`src/rtl/wb_pkg.sv`:
```
// Shared types for the write-back queue: queue entry layout, register-zero constant
// and the round-robin owner of the single remaining slot.
package wb_pkg;
    localparam int XLEN  = 32;
    localparam int REG_W = 5;
    localparam logic [REG_W-1:0] REG_ZERO = 5'd0;

    // "reg" is a keyword, so the destination field is called dst.
    typedef struct packed {
        logic [REG_W-1:0] dst;
        logic [XLEN-1:0]  val;
    } wb_entry_t;

    typedef enum logic {
        RR_A = 1'b0,
        RR_B = 1'b1
    } rr_t;
endpackage

```
`src/rtl/wb_youngest_match.sv`:
```
// Finds the youngest queued entry whose destination equals key, searching from
// wr_ptr-1 back towards rd_ptr; key 0 never hits.
module wb_youngest_match
    import wb_pkg::*;
#(
    parameter int DEPTH = 4,
    parameter int PW    = $clog2(DEPTH),
    parameter int CW    = $clog2(DEPTH + 1)
) (
    input  wb_entry_t [DEPTH-1:0] entries,
    input  logic [PW-1:0]         wr_ptr,
    input  logic [CW-1:0]         count,
    input  logic [REG_W-1:0]      key,
    output logic                  hit,
    output logic [XLEN-1:0]       val
);
    logic [PW-1:0] idx;

    always_comb begin
        hit = 1'b0;
        val = '0;
        idx = '0;
        for (int k = 0; k < DEPTH; k++) begin
            idx = wr_ptr - PW'(k + 1);
            if (!hit && (CW'(k) < count) && (key != REG_ZERO) && (entries[idx].dst == key)) begin
                hit = 1'b1;
                val = entries[idx].val;
            end
        end
    end
endmodule

```
`src/rtl/wb_queue.sv`:
```
// Write-back queue: merges ALU (A) and load (B) results into an in-order buffer that
// drains one regfile write per cycle. Bypass lookups are built only with WB_BYPASS_EN.
module wb_queue
    import wb_pkg::*;
#(
    parameter int DEPTH = 4,
    parameter int NREG  = 32
) (
    input  logic             i_clk,
    input  logic             i_rst,
    input  logic             i_a_valid,
    input  logic [4:0]       i_a_reg,
    input  logic [XLEN-1:0]  i_a_val,
    output logic             o_a_ready,
    input  logic             i_b_valid,
    input  logic [4:0]       i_b_reg,
    input  logic [XLEN-1:0]  i_b_val,
    output logic             o_b_ready,
    output logic [4:0]       o_wb_reg,
    output logic [XLEN-1:0]  o_wb_val,
    output logic [NREG-1:0]  o_pending,
    input  logic [4:0]       i_rd_reg0,
    input  logic [4:0]       i_rd_reg1,
    output logic             o_byp_hit0,
    output logic             o_byp_hit1,
    output logic [XLEN-1:0]  o_byp_val0,
    output logic [XLEN-1:0]  o_byp_val1
);
    localparam int PW = $clog2(DEPTH);
    localparam int CW = $clog2(DEPTH + 1);

    wb_entry_t [DEPTH-1:0] q;
    logic [PW-1:0] rd_ptr, wr_ptr, b_slot, slot;
    logic [CW-1:0] count, free;
    rr_t           rr;
    logic          a_hs, b_hs, push_a, push_b, pop;

    // Readiness looks only at the registered fill level, never at this cycle's pop.
    always_comb begin
        free      = CW'(DEPTH) - count;
        o_a_ready = 1'b0;
        o_b_ready = 1'b0;
        if (i_rst) begin
            if (free >= CW'(2)) begin
                o_a_ready = 1'b1;
                o_b_ready = 1'b1;
            end else if (free == CW'(1)) begin
                o_a_ready = (rr == RR_A);
                o_b_ready = (rr == RR_B);
            end
        end
    end

    assign a_hs   = i_a_valid & o_a_ready;
    assign b_hs   = i_b_valid & o_b_ready;
    assign push_a = a_hs & (i_a_reg != REG_ZERO);
    assign push_b = b_hs & (i_b_reg != REG_ZERO);
    assign pop    = (count != '0);
    assign b_slot = wr_ptr + PW'(push_a);

    always_ff @(posedge i_clk) begin
        if (!i_rst) begin
            rd_ptr <= '0;
            wr_ptr <= '0;
            count  <= '0;
            rr     <= RR_A;
        end else begin
            if (push_a) q[wr_ptr] <= {i_a_reg, i_a_val};
            if (push_b) q[b_slot] <= {i_b_reg, i_b_val};
            wr_ptr <= wr_ptr + PW'(push_a) + PW'(push_b);
            if (pop) rd_ptr <= rd_ptr + PW'(1);
            count <= count + CW'(push_a) + CW'(push_b) - CW'(pop);
            if ((free == CW'(1)) && (a_hs || b_hs))
                rr <= (rr == RR_A) ? RR_B : RR_A;
        end
    end

    // Idle cycles write zero to r0, which the regfile ignores architecturally.
    always_comb begin
        o_wb_reg = '0;
        o_wb_val = '0;
        if (i_rst && pop) begin
            o_wb_reg = q[rd_ptr].dst;
            o_wb_val = q[rd_ptr].val;
        end
    end

    always_comb begin
        o_pending = '0;
        slot      = '0;
        for (int i = 0; i < DEPTH; i++) begin
            slot = rd_ptr + PW'(i);
            if (i_rst && (CW'(i) < count))
                o_pending[q[slot].dst] = 1'b1;
        end
        o_pending[0] = 1'b0;
    end

`ifdef WB_BYPASS_EN
    logic            hit0, hit1;
    logic [XLEN-1:0] val0, val1;

    wb_youngest_match #(.DEPTH(DEPTH)) u_match0 (
        .entries(q), .wr_ptr(wr_ptr), .count(count), .key(i_rd_reg0), .hit(hit0), .val(val0)
    );
    wb_youngest_match #(.DEPTH(DEPTH)) u_match1 (
        .entries(q), .wr_ptr(wr_ptr), .count(count), .key(i_rd_reg1), .hit(hit1), .val(val1)
    );

    assign o_byp_hit0 = i_rst & hit0;
    assign o_byp_hit1 = i_rst & hit1;
    assign o_byp_val0 = i_rst ? val0 : '0;
    assign o_byp_val1 = i_rst ? val1 : '0;
`else
    logic unused_lookup;
    assign unused_lookup = ^{i_rd_reg0, i_rd_reg1};
    assign o_byp_hit0    = 1'b0;
    assign o_byp_hit1    = 1'b0;
    assign o_byp_val0    = '0;
    assign o_byp_val1    = '0;
`endif
endmodule
```
`config.mk`:
```
export PLATFORM = sky130hd
export DESIGN_NAME = wb_queue
export DESIGN_NICKNAME = d
export VERILOG_FILES = /design/src/rtl/wb_pkg.sv /design/src/rtl/wb_youngest_match.sv /design/src/rtl/wb_queue.sv
export SDC_FILE = /design/constraint.sdc
export NUM_CORES = 1
export LEC_CHECK = 0
export CAP_MARGIN = 20
export CORE_MARGIN = 1
export CORE_UTILIZATION = 53
export CTS_CLUSTER_DIAMETER = 30
export DETAILED_ROUTE_END_ITERATION = 16
export GPL_ROUTABILITY_DRIVEN = 1
export GPL_TIMING_DRIVEN = 0
export PLACE_DENSITY = 0.81
export SLEW_MARGIN = 20
export SYNTH_ARGS = -nofsm -noshare
export SYNTH_HDL_FRONTEND = slang
export SYNTH_HIERARCHICAL = 1
export SYNTH_SLANG_ARGS = --single-unit
```
`constraint.sdc`:
```
create_clock -name i_clk -period 4.15 [get_ports i_clk]
set_input_delay 0.83 -clock i_clk [delete_from_list [all_inputs] [get_ports i_clk]]
set_output_delay 0.83 -clock i_clk [all_outputs]
set_load 0.02 [all_outputs]
```
Word level (Yosys, flattened, before mapping). Index checks and enable logic that the tools add are counted.

Output and inout bits: 137. Flip-flop bits (word level): 156. Input port bits: 88. Word-level logic and storage cells: 105.

Bitwise operators: 8. Multiplexer cells: 38. Reductions and logical operators: 16. Magnitude comparators: 21. Add/sub/neg operators: 9. Eq/ne operators: 1.

Operator list (count): 148-bit two-way mux (3); 37-bit binary-select mux with 2-bit select (4); 148-bit bitwise mux (2); 37-bit two-way mux (6); 32-bit two-way mux (5); 37-bit demux with 2-bit select (2); 32-bit bitwise OR (3); 5-bit by 6-bit less-than comparator with 1-bit output, second input constant (4); 1-bit demux with 5-bit select (4); 5-bit by 1-bit >= comparator with 1-bit output, second input constant (4); 2-bit by 3-bit less-than comparator with 1-bit output, second input constant (6); 1-bit logical AND (12); 1-bit two-way mux (11); 5-bit nonzero test (2); 3-bit by 1-bit adder with 3-bit output (2); 1-bit by 3-bit less-than comparator with 1-bit output, first input constant (2); 2-bit by 3-bit less-than comparator with 1-bit output, first input constant (2); 5-bit two-way mux (1); 2-bit by 1-bit adder with 2-bit output (2); 2-bit adder, second input constant (2); 1-bit AND (4); 2-bit by 1-bit >= comparator with 1-bit output, second input constant (2); 3-bit by 1-bit equality test with 1-bit output, second input constant (1); 3-bit by 2-bit >= comparator with 1-bit output, second input constant (1); other kinds (6) (6).

Depth between registers and ports, before layout.
Depth in word-level cells: 14. Depth in mapped cells: 16. Gate-level depth less buffers: 13.

Least setup slack after synthesis. OpenSTA, ideal clock, no wires.

Kind: register -> register. From: reg count[0]. To: reg q[118] (netlist bit) (data pin). Slack: 0.621 ns. Buffers on the path: 3. Cell stages (with the launch flop): 16. Required time: 3.876 ns. Data arrival time: 3.255 ns. Clock period less this slack: 3.529 ns. Setup time: 0.274 ns. Cell sequence: dfxtp_1 inv_1 ha_1 ha_1 or3b_1 o211ai_2 buf_4 or2_2 inv_1 ha_1 inv_1 or4_1 buf_2 buf_2 nor2_1 a31oi_1.

Cells in the longest elaborated chain, start to end: 14. Elaborated cells on any way between the ends: 23. Those cells by class: 2 x add/sub; 3 x order compare; 1 x eq/ne; 12 x mux; 4 x bitwise; 1 x reduce/logical.

Ends and longest elaborated chain: start: declaration (line wb_queue.sv:34) `logic [CW-1:0] count, free;`; start signal: assignment (line wb_queue.sv:72) `count <= count + CW'(push_a) + CW'(push_b) - CW'(pop);`; 3-bit subtractor * (line wb_queue.sv:40) `free = CW'(DEPTH) - count;`; parallel branches: the longest is 12 deep, another holds 3-bit by 2-bit >= comparator with 1-bit output; 148-bit two-way mux * (line wb_queue.sv:69) `if (push_b) q[b_slot] <= {i_b_reg, i_b_val};`; end signal: indexed assignment (line wb_queue.sv:68) `if (push_a) q[wr_ptr] <= {i_a_reg, i_a_val};`; end signal: indexed assignment (line wb_queue.sv:69); end: declaration (line wb_queue.sv:32) `wb_entry_t [DEPTH-1:0] q;`.

Mark *: on every way between the ends. The select of a mux whose other input is x is not followed. A chain may end at the register's enable or synchronous reset.

Worst setup path after layout.
From: in i_rst. To: out o_pending[26].

Cells in the longest elaborated chain, start to end: 8. Elaborated cells on any way between the ends: 11. Those cells by class: 4 x mux; 3 x bitwise; 4 x reduce/logical.

Ends and longest elaborated chain: start: declaration (line wb_queue.sv:10) `input logic i_rst,`; 1-bit logical AND (line wb_queue.sv:93) `if (i_rst && (CW'(i) < count))`; 32-bit two-way mux (line wb_queue.sv:93); 32-bit bitwise OR (no source line); 32-bit two-way mux (line wb_queue.sv:93); 32-bit bitwise OR (no source line); 32-bit two-way mux (line wb_queue.sv:93); 32-bit bitwise OR (no source line); 32-bit two-way mux * (line wb_queue.sv:93); end: declaration (line wb_queue.sv:21) `output logic [NREG-1:0] o_pending,`.

Every way passes the cells marked *; elsewhere a longest branch is shown, timed or not.

==> key figures <==
Timing
  • FMAX: between 200 and 250 MHz
  • Hold WS: between 500 and 600 ps
  • Final setup vio count: 0
  • Slew @ Worst Pin: approximately 760 ps
  • Worst slew margin: roughly half
  • Final period util: approximately 100%
  • Final max-slew violation count: 0
  • Final hold vios: 0
  • Clock Skews: approximately 14 ps
  • Post-layout min period: between 4000 and 5000 ps

Route
  • Detailed-route DRC error count: 0
  • Routed Antenna Nets: 0
  • 1st-iter DRT viols: ~1600
  • Post-DR wirelength/cell: 23.3 um
  • Via Count: about 12000
  • TritonRoute pass-1 iters: 6
  • Via density: 6.45
  • Post-Route WL: roughly 42000 um

Power
  • P per Cell Area: ~640 nW/um^2
  • Pleak: about 5.8 nW
  • Worst IR Drop VDD: between 0.3 and 0.4 mV

Logic synthesis
  • Flops & latches, synth: about 160
  • Compound-Gate Fraction of Synth Area: approximately 14%
  • Top-area cell type share of the netlist area: between 30% and 40%
  • Post-synth cell types: 60
  • Gate Count Post-Synth: 1268
  • Async S/R FF share, synth: 0%
  • Mux contribution to synthesized area: a little under an eighth
  • Simple-gate area share of the yosys netlist: between 20% and 30%
  • Largest family of logic cells by synthesized area: simple AND/OR/NAND/NOR gates
  • EDFF count, synth: ~150
  • Avg Cell Area, Syn: approximately 9.1 sq um
  • Synth Area in Adders: 1.32%
  • Sequential share of the synthesized area: 39.9%
  • Synth warn: 6
  • Top FF cell, synth: edfxtp_1
  • Xor-xnor portion of the synthesized cell area: 0.379%
  • Cell taking the most area after synthesis: edfxtp_1
  • Dominant cells by area after synthesis: edfxtp_1 38%, mux4_2 9.4%, nand2_1 8.6%
  • Syn Std Cell Area: roughly 12000 sq um

Global route
  • Vias in the first global route: around 11000
  • First-pass GRT wire length: just over 60000 um
  • Antenna violations before repair: 1
  • Tot GR Track Use: 37.3%
  • Largest net degree at the start of global routing: 44
  • Total global routing overflow: 0

Clock network
  • Cts hold-fix bufs: 0
  • CTS max path bufs: 2
  • Sink Count: about 160
  • Later-pin clock latency in the skew report: between 400 and 500 ps
  • Register clock-pin slew on the reported worst setup and hold paths: around 70 ps
  • Root Buffer: clkbuf_16
  • Htree depth: 4
  • Num CTS Buffers: 17
  • CTS tree: yes

Die
  • I/O pins: 225
  • Core region area: about 21000 sq um
  • Initial Utilization: roughly 54%
  • Die ar.: 22400 sq um
  • Placement Rows: 53
  • Die span in y: around 150 um
  • Die Wd: approximately 150 um

Critical path
  • Setup CP Type: in -> out
  • Crit path DAT: 3240 ps
  • CP required: ~3300 ps
  • Crit Path Max Fanout: 44
  • Worst Setup Start Kind: input port
  • Worst Setup End Kind: primary output

Placement
  • Cell Area, Placed: roughly 14000 sq um
  • # port buffers: ~150
  • Post-DP HPWL: between 20000 and 30000 um
  • Placer Congestion: 1.03

Finish
  • Area added between synthesis and finish: 25.2%
  • Fill cells: 1700
  • Share of cells above drive strength 1: between 10% and 20%
  • # nets final: roughly 1600
  • Register area: approximately 4600 sq um
  • Area of the multi-input gates: approximately 6200 sq um
  • Final instance area: between 10000 and 15000 sq um

Min path
  • Hold crit path type: reg -> reg

Run
  • Max cap viols: 0

Run status
  • Status: complete, no violations
-- final timing paths --
kind                   end  cells past startpoint  slack, ps     start
max reg2reg         q[135]                     15        180  count[1]
max          o_pending[26]                      8         80     i_rst
min                     rr                      1        510        rr
min reg2reg             rr                      1        510        rr
-- report_power, final --
part	leakage [nW]	total [W]	switching [W]	internal, W
combinational	3.98	0.00525	0.00309	0.00215
clock	0.254	0.00151	0.000689	0.000823
sequential	1.51	0.00256	0.000263	0.00230
-- cell usage after synthesis (all sizes together) (11+ instances only) --
cell type / count
nand2: 266
nor2: 187
edfxtp: 148
buf: 127
a31oi: 100
a21oi: 80
a22oi: 49
mux4: 48
and3: 40
clkbuf: 30
nor3: 20
nand3: 16
mux2: 15
nand2b: 15
and2: 14
inv: 11
-- stage by stage --
stage / setup WS, ps / TNS, ps / power, W / instances / utilization [%]
6_report: 75.4 / 0 / 0.00932 / 1794 / 68.1
5_1_grt: -17.9 / -17.9 / 0.00970 / 1792 / 68.1
3_5_place_dp: -858 / -66240 / 0.00753 / 1757 / 64.3
4_1_cts: 2.81 / 0 / 0.00908 / 1790 / 67.5
3_3_place_gp: -5700 / -1639770 / 0.00746 / 1756 / 64.1
2_1_floorplan: 621 / 0 / 0.00582 / 1334 / -
-- layout by cell type, fill, tap and decap left out, types with 5 or more instances in the layout --
cell and count:
nand2b_1 15, clkinvlp_4 6, and2_1 13, a22oi_1 49, nor2b_1 8, clkbuf_1 19, a31oi_1 100, nand2_1 265
clkdlybuf4s50_1 146, buf_2 30, nor2_2 5, clkbuf_16 18, dfxtp_1 7, conb_1 67, a32oi_1 8, inv_1 10
edfxtp_1 148, a221oi_1 5, mux2i_1 7, buf_4 83, nor3_2 10, nor3_1 7, mux4_2 48, and3_1 40
ha_1 9, a21oi_1 80, buf_6 14, clkbuf_2 7, nor2_1 181, mux2_2 13, nand3_1 15
-- per-layer routing --
layer | routed length (um) | GRT usage, % | vias up
li1 | - | - | 4976
met1 | 13800 | 45.1 | 5323
met2 | 19500 | 59.7 | 1066
met3 | 5840 | 9.57 | 213
met4 | 2620 | 22.9 | 0
met5 | 0 | 0 | -
-- worst max-delay path, cell delays in order --
cell,delay [ps]
buf_16,220
buf_16,220
nor2b_2,300
nand3_1,310
nor3b_4,400
a22oi_1,140
o211ai_1,140
clkdlybuf4s50_1,650
-- final cells by class --
cell class | instances | area share, %
multi-input cells | 1010 | 43.1
flip-flops and latches | 156 | 31.9
repair buffers | 152 | 11.2
plain buffers | 156 | 7.36
clock buffers | 18 | 2.97
well taps | 275 | 2.38
clock inverters | 14 | 0.831
inverters | 11 | 0.312
diodes | 2 | 0.0346
-- what timing repair did --
action | 4_1_cts | 5_1_grt
pin swaps | 0 | 3
setup buffers | 0 | 1
gates resized for setup | 23 | 31
gates cloned | 2 | 1
setup endpoints to repair | 116 | 188
-- registers in the layout, indices dropped and copies added (netlist names) --
| name | flops |
|---|---|
| wr_ptr | 2 |
| rr | 1 |
| q | 148 |
| count | 3 |
| rd_ptr | 2 |
-- kinds of logic after synthesis --
kind of cell	after synthesis
other	1
and+or+nand+nor	595
buffers and inverters	168
xor gates and xnor gates	5
adders and majority gates	11
AOI/OAI and AO/OA	260
DFF	156
muxes	72
No activity file was read; power rests on OpenSTA's default activity.
